File: config.mk
export PLATFORM = sky130hd
export DESIGN_NAME = uart_cmd_responder_flat
export DESIGN_NICKNAME = d
export VERILOG_FILES = /design/src/rtl/uart_cmd_responder_if.sv /design/src/rtl/uart_cmd_responder.sv /design/src/flat_wrapper.sv
export SDC_FILE = /design/constraint.sdc
export NUM_CORES = 1
export LEC_CHECK = 0
export ABC_AREA = 1
export CAP_MARGIN = 10
export CORE_ASPECT_RATIO = 0.8
export CORE_UTILIZATION = 60
export DETAILED_ROUTE_END_ITERATION = 6
export GPL_ROUTABILITY_DRIVEN = 0
export GPL_TIMING_DRIVEN = 0
export HOLD_SLACK_MARGIN = 0.12
export PLACE_DENSITY = 0.84
export SYNTH_ARGS = -nofsm -noshare
export SYNTH_HDL_FRONTEND = slang
export SYNTH_SLANG_ARGS = --single-unit
File: constraint.sdc
create_clock -name clk -period 3.25 [get_ports clk]
set_input_delay 0.65 -clock clk [delete_from_list [all_inputs] [get_ports clk]]
set_output_delay 0.65 -clock clk [all_outputs]
set_load 0.05 [all_outputs]
File: src/rtl/uart_cmd_responder_if.sv
// Serial-side bundle of the UART command responder.
// slave is the responder's view; master drives rx and watches the rest.
interface uart_cmd_responder_if #(
  parameter int IW = 1
);
  logic          rx;
  logic          tx;
  logic          rx_valid;
  logic [7:0]    rx_byte;
  logic          frame_err;
  logic          cmd_hit;
  logic [IW-1:0] cmd_idx;
  logic          cmd_drop;
  logic          busy;

  modport slave (
    input  rx,
    output tx, rx_valid, rx_byte, frame_err,
    output cmd_hit, cmd_idx, cmd_drop, busy
  );

  modport master (
    output rx,
    input  tx, rx_valid, rx_byte, frame_err,
    input  cmd_hit, cmd_idx, cmd_drop, busy
  );
endinterface

File: src/rtl/uart_cmd_responder.sv
// UART RX/TX pair with a table-driven command responder.
// A matched command byte triggers a fixed multi-byte reply.
module uart_cmd_responder #(
  parameter int CLK_HZ    = 50000000,
  parameter int BAUD      = 9600,
  parameter int PARITY    = 0,
  parameter int STOP_BITS = 1,
  parameter int NUM_CMDS  = 2,
  parameter int RESP_LEN  = 4,
  parameter logic [NUM_CMDS*8-1:0] CMD_CODES = 16'h3231,
  parameter logic [NUM_CMDS*RESP_LEN*8-1:0] RESP_DATA =
    64'h43414C50_554E4343
) (
  input logic clk,
  input logic rst,
  uart_cmd_responder_if.slave bus
);
  localparam int DIV = CLK_HZ / BAUD;
  localparam int CW  = $clog2(DIV + 1);
  localparam int IW  = (NUM_CMDS > 1) ? $clog2(NUM_CMDS) : 1;
  localparam int JW  = (RESP_LEN > 1) ? $clog2(RESP_LEN) : 1;
  localparam int NR  = NUM_CMDS * RESP_LEN;
  localparam int FLW = (NR > 1) ? $clog2(NR) : 1;
  localparam int PB  = (PARITY != 0) ? 1 : 0;
  localparam int FW  = 9 + PB + STOP_BITS;
  localparam int BW  = $clog2(FW + 1);

  typedef enum logic [2:0] {
    RX_IDLE, RX_START, RX_DATA, RX_PAR, RX_STOP
  } rx_st_t;

  typedef enum logic [1:0] {
    R_IDLE, R_SEND, R_WAIT
  } r_st_t;

  logic          rx_s1_q;
  logic          rxs_q;
  logic [1:0]    fill_q;
  logic          armed_q;
  rx_st_t        rx_st_q;
  logic [CW-1:0] rx_cnt_q;
  logic [2:0]    rx_bit_q;
  logic [7:0]    rx_sh_q;
  logic          rx_par_q;
  logic          rx_valid_q;
  logic [7:0]    rx_byte_q;
  logic          frame_err_q;
  logic          par_ok;

  r_st_t         r_st_q;
  logic [IW-1:0] idx_q;
  logic [JW-1:0] j_q;
  logic          tx_q;
  logic [FW-1:0] tx_sh_q;
  logic [CW-1:0] tx_cnt_q;
  logic [BW-1:0] tx_bits_q;
  logic          cmd_hit_q;
  logic          cmd_drop_q;
  logic          busy_q;

  logic          m_hit;
  logic [IW-1:0] m_idx;
  logic [JW-1:0] j_sel;
  logic [FLW-1:0] flat;
  logic [7:0]    resp_mem [NR];
  logic [7:0]    tx_byte;
  logic [FW-1:0] frame;

  // fill_q marks when rxs holds real line samples, not reset ones
  always_ff @(posedge clk or posedge rst) begin
    if (rst) begin
      rx_s1_q <= 1'b1;
      rxs_q   <= 1'b1;
      fill_q  <= '0;
      armed_q <= 1'b0;
    end else begin
      rx_s1_q <= bus.rx;
      rxs_q   <= rx_s1_q;
      fill_q  <= {fill_q[0], 1'b1};
      if (fill_q[1] && rxs_q) armed_q <= 1'b1;
    end
  end

  assign par_ok = (PB == 0) ? 1'b1 :
    (rx_par_q == ((^rx_sh_q) ^ (PARITY == 2)));

  always_ff @(posedge clk or posedge rst) begin
    if (rst) begin
      rx_st_q     <= RX_IDLE;
      rx_cnt_q    <= '0;
      rx_bit_q    <= '0;
      rx_sh_q     <= '0;
      rx_par_q    <= 1'b0;
      rx_valid_q  <= 1'b0;
      rx_byte_q   <= '0;
      frame_err_q <= 1'b0;
    end else begin
      rx_valid_q  <= 1'b0;
      frame_err_q <= 1'b0;
      unique case (rx_st_q)
        RX_IDLE: begin
          if (armed_q && !rxs_q) begin
            rx_st_q  <= RX_START;
            rx_cnt_q <= CW'(DIV / 2 - 1);
          end
        end
        RX_START: begin
          if (rx_cnt_q != '0) begin
            rx_cnt_q <= rx_cnt_q - 1'b1;
          end else if (rxs_q) begin
            rx_st_q <= RX_IDLE;
          end else begin
            rx_st_q  <= RX_DATA;
            rx_cnt_q <= CW'(DIV - 1);
            rx_bit_q <= '0;
          end
        end
        RX_DATA: begin
          if (rx_cnt_q != '0) begin
            rx_cnt_q <= rx_cnt_q - 1'b1;
          end else begin
            rx_sh_q  <= {rxs_q, rx_sh_q[7:1]};
            rx_cnt_q <= CW'(DIV - 1);
            rx_bit_q <= rx_bit_q + 1'b1;
            if (rx_bit_q == 3'd7)
              rx_st_q <= (PB != 0) ? RX_PAR : RX_STOP;
          end
        end
        RX_PAR: begin
          if (rx_cnt_q != '0) begin
            rx_cnt_q <= rx_cnt_q - 1'b1;
          end else begin
            rx_par_q <= rxs_q;
            rx_cnt_q <= CW'(DIV - 1);
            rx_st_q  <= RX_STOP;
          end
        end
        RX_STOP: begin
          if (rx_cnt_q != '0) begin
            rx_cnt_q <= rx_cnt_q - 1'b1;
          end else begin
            rx_st_q <= RX_IDLE;
            if (rxs_q && par_ok) begin
              rx_valid_q <= 1'b1;
              rx_byte_q  <= rx_sh_q;
            end else begin
              frame_err_q <= 1'b1;
            end
          end
        end
        default: rx_st_q <= RX_IDLE;
      endcase
    end
  end

  // descending scan so the lowest matching index wins
  always_comb begin
    m_hit = 1'b0;
    m_idx = '0;
    for (int i = NUM_CMDS - 1; i >= 0; i--) begin
      if (CMD_CODES[i*8 +: 8] == rx_byte_q) begin
        m_hit = 1'b1;
        m_idx = IW'(i);
      end
    end
  end

  always_comb begin
    for (int k = 0; k < NR; k++) resp_mem[k] = RESP_DATA[k*8 +: 8];
  end

  always_comb begin
    j_sel = j_q;
    if (r_st_q == R_WAIT && j_q != JW'(RESP_LEN - 1))
      j_sel = j_q + 1'b1;
    flat    = FLW'(int'(idx_q) * RESP_LEN + int'(j_sel));
    tx_byte = resp_mem[flat];
    frame      = '1;
    frame[0]   = 1'b0;
    frame[8:1] = tx_byte;
    if (PB != 0) frame[9] = (^tx_byte) ^ (PARITY == 2);
  end

  always_ff @(posedge clk or posedge rst) begin
    if (rst) begin
      r_st_q     <= R_IDLE;
      idx_q      <= '0;
      j_q        <= '0;
      tx_q       <= 1'b1;
      tx_sh_q    <= '1;
      tx_cnt_q   <= '0;
      tx_bits_q  <= '0;
      cmd_hit_q  <= 1'b0;
      cmd_drop_q <= 1'b0;
      busy_q     <= 1'b0;
    end else begin
      cmd_hit_q  <= 1'b0;
      cmd_drop_q <= rx_valid_q && (r_st_q != R_IDLE);
      unique case (r_st_q)
        R_IDLE: begin
          if (rx_valid_q && m_hit) begin
            cmd_hit_q <= 1'b1;
            idx_q     <= m_idx;
            j_q       <= '0;
            busy_q    <= 1'b1;
            r_st_q    <= R_SEND;
          end
        end
        R_SEND: begin
          tx_q      <= frame[0];
          tx_sh_q   <= {1'b1, frame[FW-1:1]};
          tx_bits_q <= BW'(FW - 1);
          tx_cnt_q  <= CW'(DIV - 1);
          r_st_q    <= R_WAIT;
        end
        R_WAIT: begin
          if (tx_cnt_q != '0) begin
            tx_cnt_q <= tx_cnt_q - 1'b1;
          end else if (tx_bits_q != '0) begin
            tx_q      <= tx_sh_q[0];
            tx_sh_q   <= {1'b1, tx_sh_q[FW-1:1]};
            tx_bits_q <= tx_bits_q - 1'b1;
            tx_cnt_q  <= CW'(DIV - 1);
          end else if (j_q == JW'(RESP_LEN - 1)) begin
            r_st_q <= R_IDLE;
            busy_q <= 1'b0;
            tx_q   <= 1'b1;
          end else begin
            // next byte starts right after the stop period: gapless
            j_q       <= j_sel;
            tx_q      <= frame[0];
            tx_sh_q   <= {1'b1, frame[FW-1:1]};
            tx_bits_q <= BW'(FW - 1);
            tx_cnt_q  <= CW'(DIV - 1);
          end
        end
        default: r_st_q <= R_IDLE;
      endcase
    end
  end

  assign bus.tx        = tx_q;
  assign bus.rx_valid  = rx_valid_q;
  assign bus.rx_byte   = rx_byte_q;
  assign bus.frame_err = frame_err_q;
  assign bus.cmd_hit   = cmd_hit_q;
  assign bus.cmd_idx   = idx_q;
  assign bus.cmd_drop  = cmd_drop_q;
  assign bus.busy      = busy_q;
endmodule

File: src/flat_wrapper.sv
// flat-port wrapper written by rule: the top's interface ports become plain ports
module uart_cmd_responder_flat 
#(
  parameter int CLK_HZ    = 50000000,
  parameter int BAUD      = 9600,
  parameter int PARITY    = 0,
  parameter int STOP_BITS = 1,
  parameter int NUM_CMDS  = 2,
  parameter int RESP_LEN  = 4,
  parameter logic [NUM_CMDS*8-1:0] CMD_CODES = 16'h3231,
  parameter logic [NUM_CMDS*RESP_LEN*8-1:0] RESP_DATA =
    64'h43414C50_554E4343
)
  (clk, rst, bus_rx, bus_tx, bus_rx_valid, bus_rx_byte, bus_frame_err, bus_cmd_hit, bus_cmd_idx, bus_cmd_drop, bus_busy);
  uart_cmd_responder_if #(.IW(1)) bus_i ();
  input logic clk;
  input logic rst;
  input wire logic [$bits(bus_i.rx)-1:0] bus_rx;
  output wire logic [$bits(bus_i.tx)-1:0] bus_tx;
  output wire logic [$bits(bus_i.rx_valid)-1:0] bus_rx_valid;
  output wire logic [$bits(bus_i.rx_byte)-1:0] bus_rx_byte;
  output wire logic [$bits(bus_i.frame_err)-1:0] bus_frame_err;
  output wire logic [$bits(bus_i.cmd_hit)-1:0] bus_cmd_hit;
  output wire logic [$bits(bus_i.cmd_idx)-1:0] bus_cmd_idx;
  output wire logic [$bits(bus_i.cmd_drop)-1:0] bus_cmd_drop;
  output wire logic [$bits(bus_i.busy)-1:0] bus_busy;
  assign bus_i.rx = bus_rx;
  assign bus_tx = bus_i.tx;
  assign bus_rx_valid = bus_i.rx_valid;
  assign bus_rx_byte = bus_i.rx_byte;
  assign bus_frame_err = bus_i.frame_err;
  assign bus_cmd_hit = bus_i.cmd_hit;
  assign bus_cmd_idx = bus_i.cmd_idx;
  assign bus_cmd_drop = bus_i.cmd_drop;
  assign bus_busy = bus_i.busy;
  uart_cmd_responder #(.CLK_HZ(CLK_HZ), .BAUD(BAUD), .PARITY(PARITY), .STOP_BITS(STOP_BITS), .NUM_CMDS(NUM_CMDS), .RESP_LEN(RESP_LEN), .CMD_CODES(CMD_CODES), .RESP_DATA(RESP_DATA)) u_core (.clk(clk), .rst(rst), .bus(bus_i));
endmodule
**After elaboration in Yosys (flattened, before gate mapping)**

Memory sizes are Yosys's and may differ from the RTL's.
Cells that the tools add are included.

- Flip-flop bits (word level): 78
- Bits in read-only memories: 64
- Input bits: 3
- Output and inout bits: 15
- Word-level logic and storage cells: 150
- Memories kept: 1

Memories:

| name | depth | bits a word | rd ports | clocked after Yosys merged registers in | wr ports | RTL line | source |
|---|---|---|---|---|---|---|---|
| (no name shown) | 8 | 8 | 1 | 0 | 0 | uart_cmd_responder.sv:177 | `tx_byte = resp_mem[flat];` |

- Add/sub/neg operators: 6
- $lt $le $gt $ge: 1
- Eq/ne operators: 27
- Muxes and demuxes: 63
- Bitwise gates (word level): 2
- Reduce and logical (&&, ||, !) cells: 29

Operator list:

| operator | number |
|---|---|
| 13-bit two-way mux | 8 |
| 13-bit one-hot mux with 4 select lines | 1 |
| 10-bit two-way mux | 3 |
| 3-bit two-way mux | 9 |
| 13-bit one-hot mux with 2 select lines | 1 |
| 13-bit nonzero test | 2 |
| 13-bit by 1-bit subtractor with 13-bit output, second input constant | 2 |
| 2-bit two-way mux | 10 |
| 2-bit != test, second input constant | 10 |
| 10-bit one-hot mux with 2 select lines | 1 |
| 1-bit two-way mux | 18 |
| 6-bit by 8-bit == test with 1-bit output, first input constant | 2 |
| 8-bit two-way mux | 2 |
| 3-bit one-hot mux with 5 select lines | 1 |
| 4-bit two-way mux | 3 |
| 4-bit AND reduction | 3 |
| 5-bit AND reduction | 2 |
| 2-bit by 1-bit != test with 1-bit output, second input constant | 4 |
| 4-bit one-hot mux with 2 select lines | 1 |
| 2-bit AND reduction | 4 |
| 2-bit nonzero test | 4 |
| 4-bit nonzero test | 2 |
| 3-bit by 2-bit == test with 1-bit output, second input constant | 2 |
| 3-bit == test, second input constant | 2 |
| 23 further kinds | 31 |

**Depth between registers and ports, before layout**

- Depth after elaboration: 12
- Mapped depth: 12
- Mapped depth without buffers: 11

**Worst setup path before layout**

No wires, ideal clock.

- Path kind: flip-flop to flip-flop
- From: register u_core.r_st_q[0]
- To: register u_core.tx_sh_q[0]
- Setup time: 82 ps
- Data arrival time: 1,488 ps
- Required time: 3,168 ps
- Path slack: 1,680 ps
- Stages on the path, launching flop included: 13
- Buffers on the path: 1
- Clock period less this slack: 1,570 ps
- Cells stage by stage: dfrtp_1 > inv_1 > ha_1 > buf_4 > inv_2 > nor2_2 > nand2_1 > o21ai_2 > nand3_1 > nand2_1 > nor2_1 > nand2_1 > nand3_1

- Longest elaborated chain between the ends: 12
- Elaborated cells between the ends (all ways): 17
- Those cells by class: add/sub: 1; eq/ne: 4; mux: 7; bitwise: 1; reduce/logical: 3; memory: 1

Ends and longest elaborated chain:

| what | RTL line | source |
|---|---|---|
| start: declaration | uart_cmd_responder.sv:50 | `r_st_t r_st_q;` |
| start signal: assignment | uart_cmd_responder.sv:186 | `r_st_q <= R_IDLE;` |
| start signal: assignment | uart_cmd_responder.sv:206 | `r_st_q <= R_SEND;` |
| start signal: assignment | uart_cmd_responder.sv:214 | `r_st_q <= R_WAIT;` |
| 2-bit == test | uart_cmd_responder.sv:174, uart_cmd_responder.sv:199 |  |
| 1-bit logical AND | uart_cmd_responder.sv:174 | `if (r_st_q == R_WAIT && j_q != JW'(RESP_LEN - 1))` |
| 2-bit two-way mux | uart_cmd_responder.sv:174 |  |
| 3-bit by 2-bit adder with 3-bit output | uart_cmd_responder.sv:176 | `flat = FLW'(int'(idx_q) * RESP_LEN + int'(j_sel));` |
| 3-bit NOT with 4-bit output (implied by the code) | uart_cmd_responder.sv:177 |  |
| memory read 8 x 8 bit | -- |  |
| 8-bit two-way mux (implied by the code) (2 in series) | uart_cmd_responder.sv:177 |  |
| 10-bit two-way mux | uart_cmd_responder.sv:224 | `end else if (j_q == JW'(RESP_LEN - 1)) begin` |
| 10-bit two-way mux | uart_cmd_responder.sv:219 | `end else if (tx_bits_q != '0) begin` |
| 10-bit two-way mux | uart_cmd_responder.sv:217 | `if (tx_cnt_q != '0) begin` |
| 10-bit one-hot mux with 2 select lines | uart_cmd_responder.sv:199 | `unique case (r_st_q)` |
| end signal: assignment | uart_cmd_responder.sv:211 | `tx_sh_q <= {1'b1, frame[FW-1:1]};` |
| end signal: assignment | uart_cmd_responder.sv:221 | `tx_sh_q <= {1'b1, tx_sh_q[FW-1:1]};` |
| end signal: assignment | uart_cmd_responder.sv:232 | `tx_sh_q <= {1'b1, frame[FW-1:1]};` |
| end: declaration | uart_cmd_responder.sv:54 | `logic [FW-1:0] tx_sh_q;` |

Several ways; a longest one is shown, not always the timed one. The select of a mux whose other input is x is not followed.
A chain may end at the register's enable or synchronous reset.

**Worst setup path after layout**

- From: register u_core.tx_q, in the netlist u_core.bus.tx
- To: output bus_tx

RTL lines:

| what | RTL line | source |
|---|---|---|
| start: declaration | uart_cmd_responder.sv:53 | `logic tx_q;` |
| start signal: assignment | uart_cmd_responder.sv:210 | `tx_q <= frame[0];` |
| start signal: assignment | uart_cmd_responder.sv:220 | `tx_q <= tx_sh_q[0];` |
| start signal: assignment | uart_cmd_responder.sv:231 | `tx_q <= frame[0];` |
| end: declaration | flat_wrapper.sv:19 | `output wire logic [$bits(bus_i.tx)-1:0] bus_tx;` |

No word-level cell between the ends.

==> flow_summary.json <==
{
  "power_density_nw_per_um2": 497,
  "grt_pass1_wl_mm": 15.5,
  "fin_tns_setup_ns": 0,
  "die_y_um": 77.9,
  "synth_cells": 561,
  "ys_seq_area_frac": 0.444,
  "switching_share": 0.371,
  "hold_violations": 0,
  "nets": 604,
  "fmax_mhz": 424,
  "arrival_ns": 1.71,
  "yosysWarnings": 0,
  "num_rows": 27,
  "clockRootBuffer": "clkbuf_8",
  "rsz0062_at_grt": "no",
  "cts_setup_buffers": 0,
  "irDropWorstVdd_mv": 0.433,
  "final_layout_size_suffix_gt1_frac": 0.145,
  "synth_xor_area_frac": 0.0162,
  "ys_types": 35,
  "worstPathRequired_ns": 2.60,
  "cp_max_fo": 2,
  "route.top_layer_used": "met4",
  "cts_buffer_depth": 2,
  "cts_sinks": 76,
  "ys_seq_elements": 76,
  "synth_compound_area_frac": 0.0918,
  "overflow": 0,
  "ant_nets": 0,
  "seq_area_um2": 1920,
  "wl_met2_mm": 4.24,
  "finalCritPeriodShare": 0.725,
  "antenna_found_initial": 0,
  "slowest_stage": "clkdlybuf4s50_1",
  "fin_area_um2": 4800,
  "p_int_w": 0.00150,
  "p_sw_w": 0.000884,
  "synth_top_family_by_area": "simple AND/OR/NAND/NOR gates",
  "status": "completed",
  "hold_class": "register to register",
  "io_buffers": 17,
  "hold_buffers": 0,
  "report.final.slew_viol_count": 0,
  "dr.pass1.iters": 4,
  "finClkSkew_ns": 0.0130,
  "cts_resized": 0,
  "fp.coreArea_um2": 6930,
  "synthToLayoutAreaGrowth_pct": 11.0,
  "synth_fa_ha_area_frac": 0.0348,
  "grt_pass1_vias": 3476,
  "cp_slowest_stage_delay_ns": 0.80,
  "syn_area_um2": 4320,
  "cap_viol_max_count": 0,
  "syn-mean-instance-area_um2": 7.70,
  "synth_area_leaders": "dfrtp_1, nand2_1, dfstp_2",
  "finalSetupViolations": 0,
  "path_clk_slew_ns": 0.10,
  "initial_utilization": 0.624,
  "cts_inserted_buffers": 9,
  "vias": 3597,
  "wl_met3_um": 245,
  "die_area_um2": 7540,
  "nFillCells": 566,
  "slew_headroom": 0.398,
  "crit_buf_inv": 1,
  "path_cells": "clkdlybuf4s50_1",
  "placed_area_um2": 4600,
  "dp_hpwl_mm": 6.32,
  "die_x_um": 96.9,
  "worstSkewPairLatency_ns": 0.37,
  "io_pins": 18,
  "crit_type": "register to output pin",
  "fin_crit_ns": 2.36,
  "synth_top_area_frac": 0.377,
  "diodes": 0,
  "p_clk_frac": 0.300,
  "multi_input_area_um2": 2060,
  "p_seq_frac": 0.444,
  "drcViolationCount": 0,
  "combPwrFrac": 0.256,
  "synthMuxAreaShare": 0.00232,
  "drtIter0Drc": 183,
  "grt_max_degree": 77,
  "grt_usage": 0.256,
  "wl_per_cell_um": 12.9,
  "tightest_slew_ns": 0.903,
  "critPathCaptureType": "output pin",
  "via_per_inst": 5.28,
  "critPathLaunchType": "register",
  "cts_tree": "built",
  "wl_met1_mm": 4.18,
  "synth-simple-area-share": 0.331,
  "wl_mm": 8.75,
  "htreeDepth": 3,
  "syn_nets": 576,
  "total_leakage_power_nw": 2.37,
  "crit_family": "buffers and inverters",
  "total_power_w": 0.00238,
  "synth_top_cell_by_area": "dfrtp_1"
}
worst paths after layout:
check                           slack (ns)              from  cells after the start               endpoint
worst max-delay path                  0.89     u_core.bus.tx                      1                 bus_tx
worst min-delay path                  0.35    u_core.rx_s1_q                      0           u_core.rxs_q
worst max register to register        1.34  u_core.r_st_q[0]                     11      u_core.tx_sh_q[2]
worst min register to register        0.35    u_core.rx_s1_q                      0           u_core.rxs_q
max in group asynchronous             1.84               rst                      2     u_core.bus.cmd_idx
min in group asynchronous             0.83               rst                      2  u_core.bus.rx_byte[4]
logic make-up after synthesis:
| family | count (synthesis) |
|---|---|
| AO/OA/AOI/OAI | 63 |
| XOR/XNOR | 8 |
| adder cells (fa/ha/maj) | 12 |
| buffers and inverters | 78 |
| flip-flops | 76 |
| multiplexers | 1 |
| other | 1 |
| AND/OR/NAND/NOR | 322 |
area by class of cell:
| class | instances | area share |
|---|---|---|
| clock inverter | 7 | 0.0149 |
| inverter | 70 | 0.0553 |
| multi-input combinational | 407 | 0.429 |
| sequential | 76 | 0.399 |
| clock buffer | 9 | 0.0258 |
| tap | 87 | 0.0227 |
| buffer | 8 | 0.0170 |
| timing repair buffer | 17 | 0.0355 |
flip-flops by register name, indices dropped and copies added, names as in the netlist:
register,flops
u_core.rx_st_q,3
u_core.bus.cmd_drop,1
u_core.bus.tx,1
u_core.tx_cnt_q,13
u_core.bus.busy,1
u_core.r_st_q,2
u_core.bus.cmd_idx,1
u_core.tx_sh_q,8
u_core.bus.frame_err,1
u_core.rx_cnt_q,13
u_core.rxs_q,1
u_core.bus.rx_valid,1
u_core.bus.cmd_hit,1
u_core.bus.rx_byte,8
u_core.j_q,2
u_core.rx_s1_q,1
u_core.rx_sh_q,8
u_core.armed_q,1
u_core.tx_bits_q,4
u_core.rx_bit_q,3
u_core.fill_q,2
layout by cell type, fill, tap and decap left out, types with 7 or more instances in the layout:
master,instances
nand3_1,43
nor2_1,52
o21ai_0,25
a21oi_1,9
dfstp_2,11
inv_1,64
nand4_1,10
clkbuf_8,9
clkdlybuf4s50_1,17
nand2_1,181
ha_1,12
dfrtp_1,65
nor2_2,9
nand2_2,7
o21ai_2,18
power by group through the flow:
stage	sequential, W	combinational (W)	clock [W]
2_1_floorplan	0.00106	0.000490	0
3_3_place_gp	0.00107	0.000578	0
3_5_place_dp	0.00107	0.000608	0
4_1_cts	0.00106	0.000609	0.000727
5_1_grt	0.00107	0.000690	0.000766
6_report	0.00106	0.000609	0.000716
metrics by stage:
step	setup slack [ns]	util	cells	hold slack (ns)
after detailed placement	1.29	0.664	665	0.350
final	0.892	0.693	681	0.350
after CTS	0.883	0.693	681	0.350
after floorplan	0.680	-	561	0.331
after global placement	-0.469	0.664	665	0.342
after global routing	0.840	0.693	681	0.349
per-layer routing:
| layer | global-route usage | vias up |
|---|---|---|
| met1 | 0.335 | 1705 |
| met2 | 0.437 | 53 |
| met3 | 0.0514 | 10 |
| met4 | 0.0672 | 0 |
| met5 | 0 | - |
| li1 | - | 1829 |
cell usage after synthesis (all sizes together):
library cell,number
nand2,190
inv,70
dfrtp,65
nor2,64
o21ai,48
nand3,46
ha,12
dfstp,11
nand4,10
a21oi,9
buf,8
nor3,7
xor2,5
o21a,3
xnor2,3
and3,2
o21bai,2
or2,2
conb,1
mux2i,1
nand3b,1
o22ai,1
(Power assumes the default switching activity.)
==> variant 1, RTL diff (same settings) <==
Encoding of `rx_st_t`: now Gray code (3 bits for 5 values).
--- a/src/rtl/uart_cmd_responder.sv
+++ b/src/rtl/uart_cmd_responder.sv
@@ -27,5 +27,5 @@
 
   typedef enum logic [2:0] {
-    RX_IDLE, RX_START, RX_DATA, RX_PAR, RX_STOP
+    RX_IDLE = 3'b000, RX_START = 3'b001, RX_DATA = 3'b011, RX_PAR = 3'b010, RX_STOP = 3'b110
   } rx_st_t;
 
Formal check against the unedited RTL: same outputs for any inputs over 10 cycles, from zero or initial values and one cycle with rst high; not proved beyond that.
==> variant 1 against the original RTL <==
Worst setup slack gained 0.0027 ns. Total power is 5.3% lower. First-iteration DRC count increased by 50%. Highest routed layer unchanged. Area after synthesis down 2.3%. Die area down 2.3%. Clock skew is 0.0054 ns lower. Core utilization rose by 2.7 points. Routed wire length up 3.8%. Sequential cell count unchanged. Critical path type unchanged. Largest power group unchanged. Design area decreased by 1.4%.
==> variant 1: results (changes against the original RTL) <==
Parameter                              Value

Cells and area
  Post-layout nets ... 605 (+0.17%)
  Proportion of cell area spent on the clock network ... 4.31% (+0.24 points)
  Total area of multi-input combinational cells ... 1950 um^2 (-5.2%)
  Signal buffers ... 26 (+4.0%)
  Number of fill cells ... 493 (-13%)
  Non-Filler Instances ... 679 (-0.29%)
  Fraction of final layout cells sized beyond drive strength 1 ... 10.8% (-3.7 points)
  Logic inverters ... 74 (+5.7%)
  Signal buffers share of area ... 5.72% (+0.47 points)
  Sequential share of cell area ... 40.5% (+0.57 points)

Synth
  Cells taking the most area after synthesis ... sky130_fd_sc_hd__dfrtp_1, sky130_fd_sc_hd__nand2_1, sky130_fd_sc_hd__dfstp_2, sky130_fd_sc_hd__nor2_1, sky130_fd_sc_hd__inv_1
  Synthesized area divided by synthesized cell count ... 7.52 um^2 (-2.3%)
  Portion of the post-synthesis area used by sequential elements ... 45.4% (+1.1 points)
  Most frequent cells after synthesis ... sky130_fd_sc_hd__nand2_1, sky130_fd_sc_hd__nor2_1, sky130_fd_sc_hd__inv_1

Place
  Pre-CTS setup slack ... 1.28 ns (-0.00622 ns)
  HPWL after DPL ... 6.58 mm (+4.2%)
  Dpl cell area ... 4520 um^2 (-1.7%)

Worst hold path
  Hold Crit Start ... u_core.fill_q[0]
  End point of the worst hold path ... u_core.fill_q[1]

Detailed routing
  Sum of routed wire segments on met1 ... 4.22 mm (+1.1%)
  Detailed route wirelength on metal2 ... 4.31 mm (+1.7%)
  Routed len/inst ... 13.4 um (+4.1%)
  Initial DRC Count ... 275 (+50%)

Outcome
  Status ... finished, final reports clean

STA
  Hold Worst Slack ... 0.356 ns (+0.00572 ns)

Global routing
  All-layer global routing usage ... 27.1% (+1.5 points)
  Maximum number of pins on one net before global-route repair ... 65 (-16%)

Power and ir drop
  Worst vdd ir ... 0.292 mV (-32%)

Die
  Number of tapcells ... 84 (-3.4%)
==> variant 1: cells by family (layout without fill, tap and decap cells) <==
family | after synthesis | after routing | share of synthesized area, %
adder cells (fa/ha/maj) | 12 | 12 | 3.56
flip-flops | 76 | 76 | 45.4
buffers and inverters | 82 | 116 | 8.30
other | 1 | 1 | 0.0889
AND/OR/NAND/NOR | 317 | 317 | 31.9
multiplexers | 1 | 1 | 0.237
XOR/XNOR | 6 | 6 | 1.25
AO/OA/AOI/OAI | 66 | 66 | 9.28
==> variant 1: how the worst max path moves through the flow <==
stage | startpoint | to | slack, ns | cells after the start
2_1_floorplan | rst | u_core.armed_q | 0.68 | 1
3_3_place_gp | rst | u_core.tx_cnt_q[11] | -0.54 | 2
3_5_place_dp | u_core.bus.tx | bus_tx | 1.28 | 1
4_1_cts | u_core.bus.tx | bus_tx | 0.88 | 1
5_1_grt | u_core.bus.tx | bus_tx | 0.85 | 1
6_report | u_core.bus.tx | bus_tx | 0.89 | 1
==> variant 2, RTL diff (same flow settings) <==
Without the edit above. `CLK_HZ` is set to 50000000 in 2 places; all go to 12500000.
--- a/src/rtl/uart_cmd_responder.sv
+++ b/src/rtl/uart_cmd_responder.sv
@@ -2,5 +2,5 @@
 // A matched command byte triggers a fixed multi-byte reply.
 module uart_cmd_responder #(
-  parameter int CLK_HZ    = 50000000,
+  parameter int CLK_HZ    = 12500000,
   parameter int BAUD      = 9600,
   parameter int PARITY    = 0,
--- a/src/flat_wrapper.sv
+++ b/src/flat_wrapper.sv
@@ -2,5 +2,5 @@
 module uart_cmd_responder_flat 
 #(
-  parameter int CLK_HZ    = 50000000,
+  parameter int CLK_HZ    = 12500000,
   parameter int BAUD      = 9600,
   parameter int PARITY    = 0,
Check against the original RTL: no difference found for any inputs over 10 cycles, from zero or initial values and one cycle with rst high; that may be too few to reach the edited logic, so the function may still have changed.
==> variant 2 against the original RTL <==
Area after synthesis decreased by 8.7%. Critical path depth is the same. Largest power group unchanged. Sequential cell count is 4 lower. Critical path type unchanged. Total power shrank 2.5%. Die area fell by 8.5%. Routed wire length fell by 5.1%. Design area fell by 8.0%. Register-to-register slack improved by 0.09 ns. Worst hold slack better by 0.0082 ns. Worst setup slack better by 0.019 ns. Combinational power shrank 2%.
==> variant 2: results (changes against the original RTL) <==
Parameter                              Value

Cells and area
  Number of fill cells ... 517 (-8.7%)
  Largest registers in the final layout ... u_core.rx_cnt_q (11), u_core.tx_cnt_q (11)
  Area growth syn-to-layout ... 11.8%
  Sequential share of cell area ... 41.2% (+1.2 points)
  Number of multi-input logic gates ... 372 (-8.6%)
  Fraction of standard cell area in multi-input logic ... 41.7% (-1.3 points)
  Post-layout nets ... 557 (-7.8%)
  Logic inverters ... 66 (-5.7%)
  Signal buffers share of area ... 4.76% (-0.48 points)
  Clock buffer count ... 10 (+1)

Synth
  Most frequent cells after synthesis ... sky130_fd_sc_hd__nand2_1, sky130_fd_sc_hd__inv_1, sky130_fd_sc_hd__dfrtp_1
  Portion of netlist area occupied by mux cells ... 0% (-0.23 points)
  Parity-gate share of the synthesized area counting xor and xnor cells ... 1.33% (-0.29 points)
  Post-synthesis net count ... 529 (-8.2%)
  Cells taking the most area after synthesis ... sky130_fd_sc_hd__dfrtp_1, sky130_fd_sc_hd__nand2_1, sky130_fd_sc_hd__dfstp_2, sky130_fd_sc_hd__nand3_1, sky130_fd_sc_hd__inv_1
  Portion of the post-synthesis area used by sequential elements ... 46.0% (+1.7 points)

Place
  Placed instance count ... 616 (-7.4%)
  Dpl cell area ... 4220 um^2 (-8.2%)
  HPWL after DPL ... 5.99 mm (-5.2%)

Worst setup path
  Setup slack of the worst register-to-register path ... 1.43 ns (+0.09 ns)
  Reg-to-reg startpoint ... u_core.tx_cnt_q[0]

STA
  Crit share post-route ... 72.0% (-0.58 points)
  Worst slew margin relative to its limit ... 42.4% (+2.7 points)

Detailed routing
  Sum of routed wire segments on met1 ... 3.92 mm (-6.2%)
  Vias per inst ... 5.43 (+2.8%)
  Router iterations before antenna repair ... 5 (+1)
  Routed len/inst ... 13.1 um (+2.2%)
  Number of vias in the routed layout ... 3,431 (-4.6%)
  Met3 layer wire length in the routed design ... 458 um (+87%)

Power and ir drop
  Leakage ... 2.29 nW (-3.2%)
  Cell internal pwr ... 1.46 mW (-2.9%)
  Worst vdd ir ... 0.374 mV (-14%)
  Power dissipated in combinational cells ... 0.599 mW (-2%)
  Clock network fraction of total power ... 29.4% (-0.6 points)
  Gate power share ... 25.8% (+0.2 points)

Global routing
  Met3 track demand over resource in global routing ... 8.08% (+2.9 points)
  Vias in the first global route ... 3,189 (-8.3%)

Outcome
  Status ... finished, final reports clean

Clocking
  CTS Sinks ... 72 (-5.3%)

Die
  Core area ... 6380 um^2 (-7.9%)
-- variant 2: how the worst min path moves through the flow --
stage / start / end / slack, ns / cells after the start
5_1_grt: u_core.fill_q[0] / u_core.fill_q[1] / 0.36 / 0
3_5_place_dp: u_core.fill_q[0] / u_core.fill_q[1] / 0.34 / 0
6_report: u_core.fill_q[0] / u_core.fill_q[1] / 0.36 / 0
4_1_cts: u_core.fill_q[0] / u_core.fill_q[1] / 0.36 / 0
3_3_place_gp: u_core.fill_q[0] / u_core.fill_q[1] / 0.33 / 0
2_1_floorplan: u_core.fill_q[0] / u_core.fill_q[1] / 0.33 / 0
-- variant 2: cells by family after synthesis --
logic type                 count (synthesis)
DFF                                       72
and+or+nand+nor                          301
xor gates and xnor gates                   6
other                                      1
adders and majority gates                 11
buffers and inverters                     71
AOI/OAI and AO/OA                         53
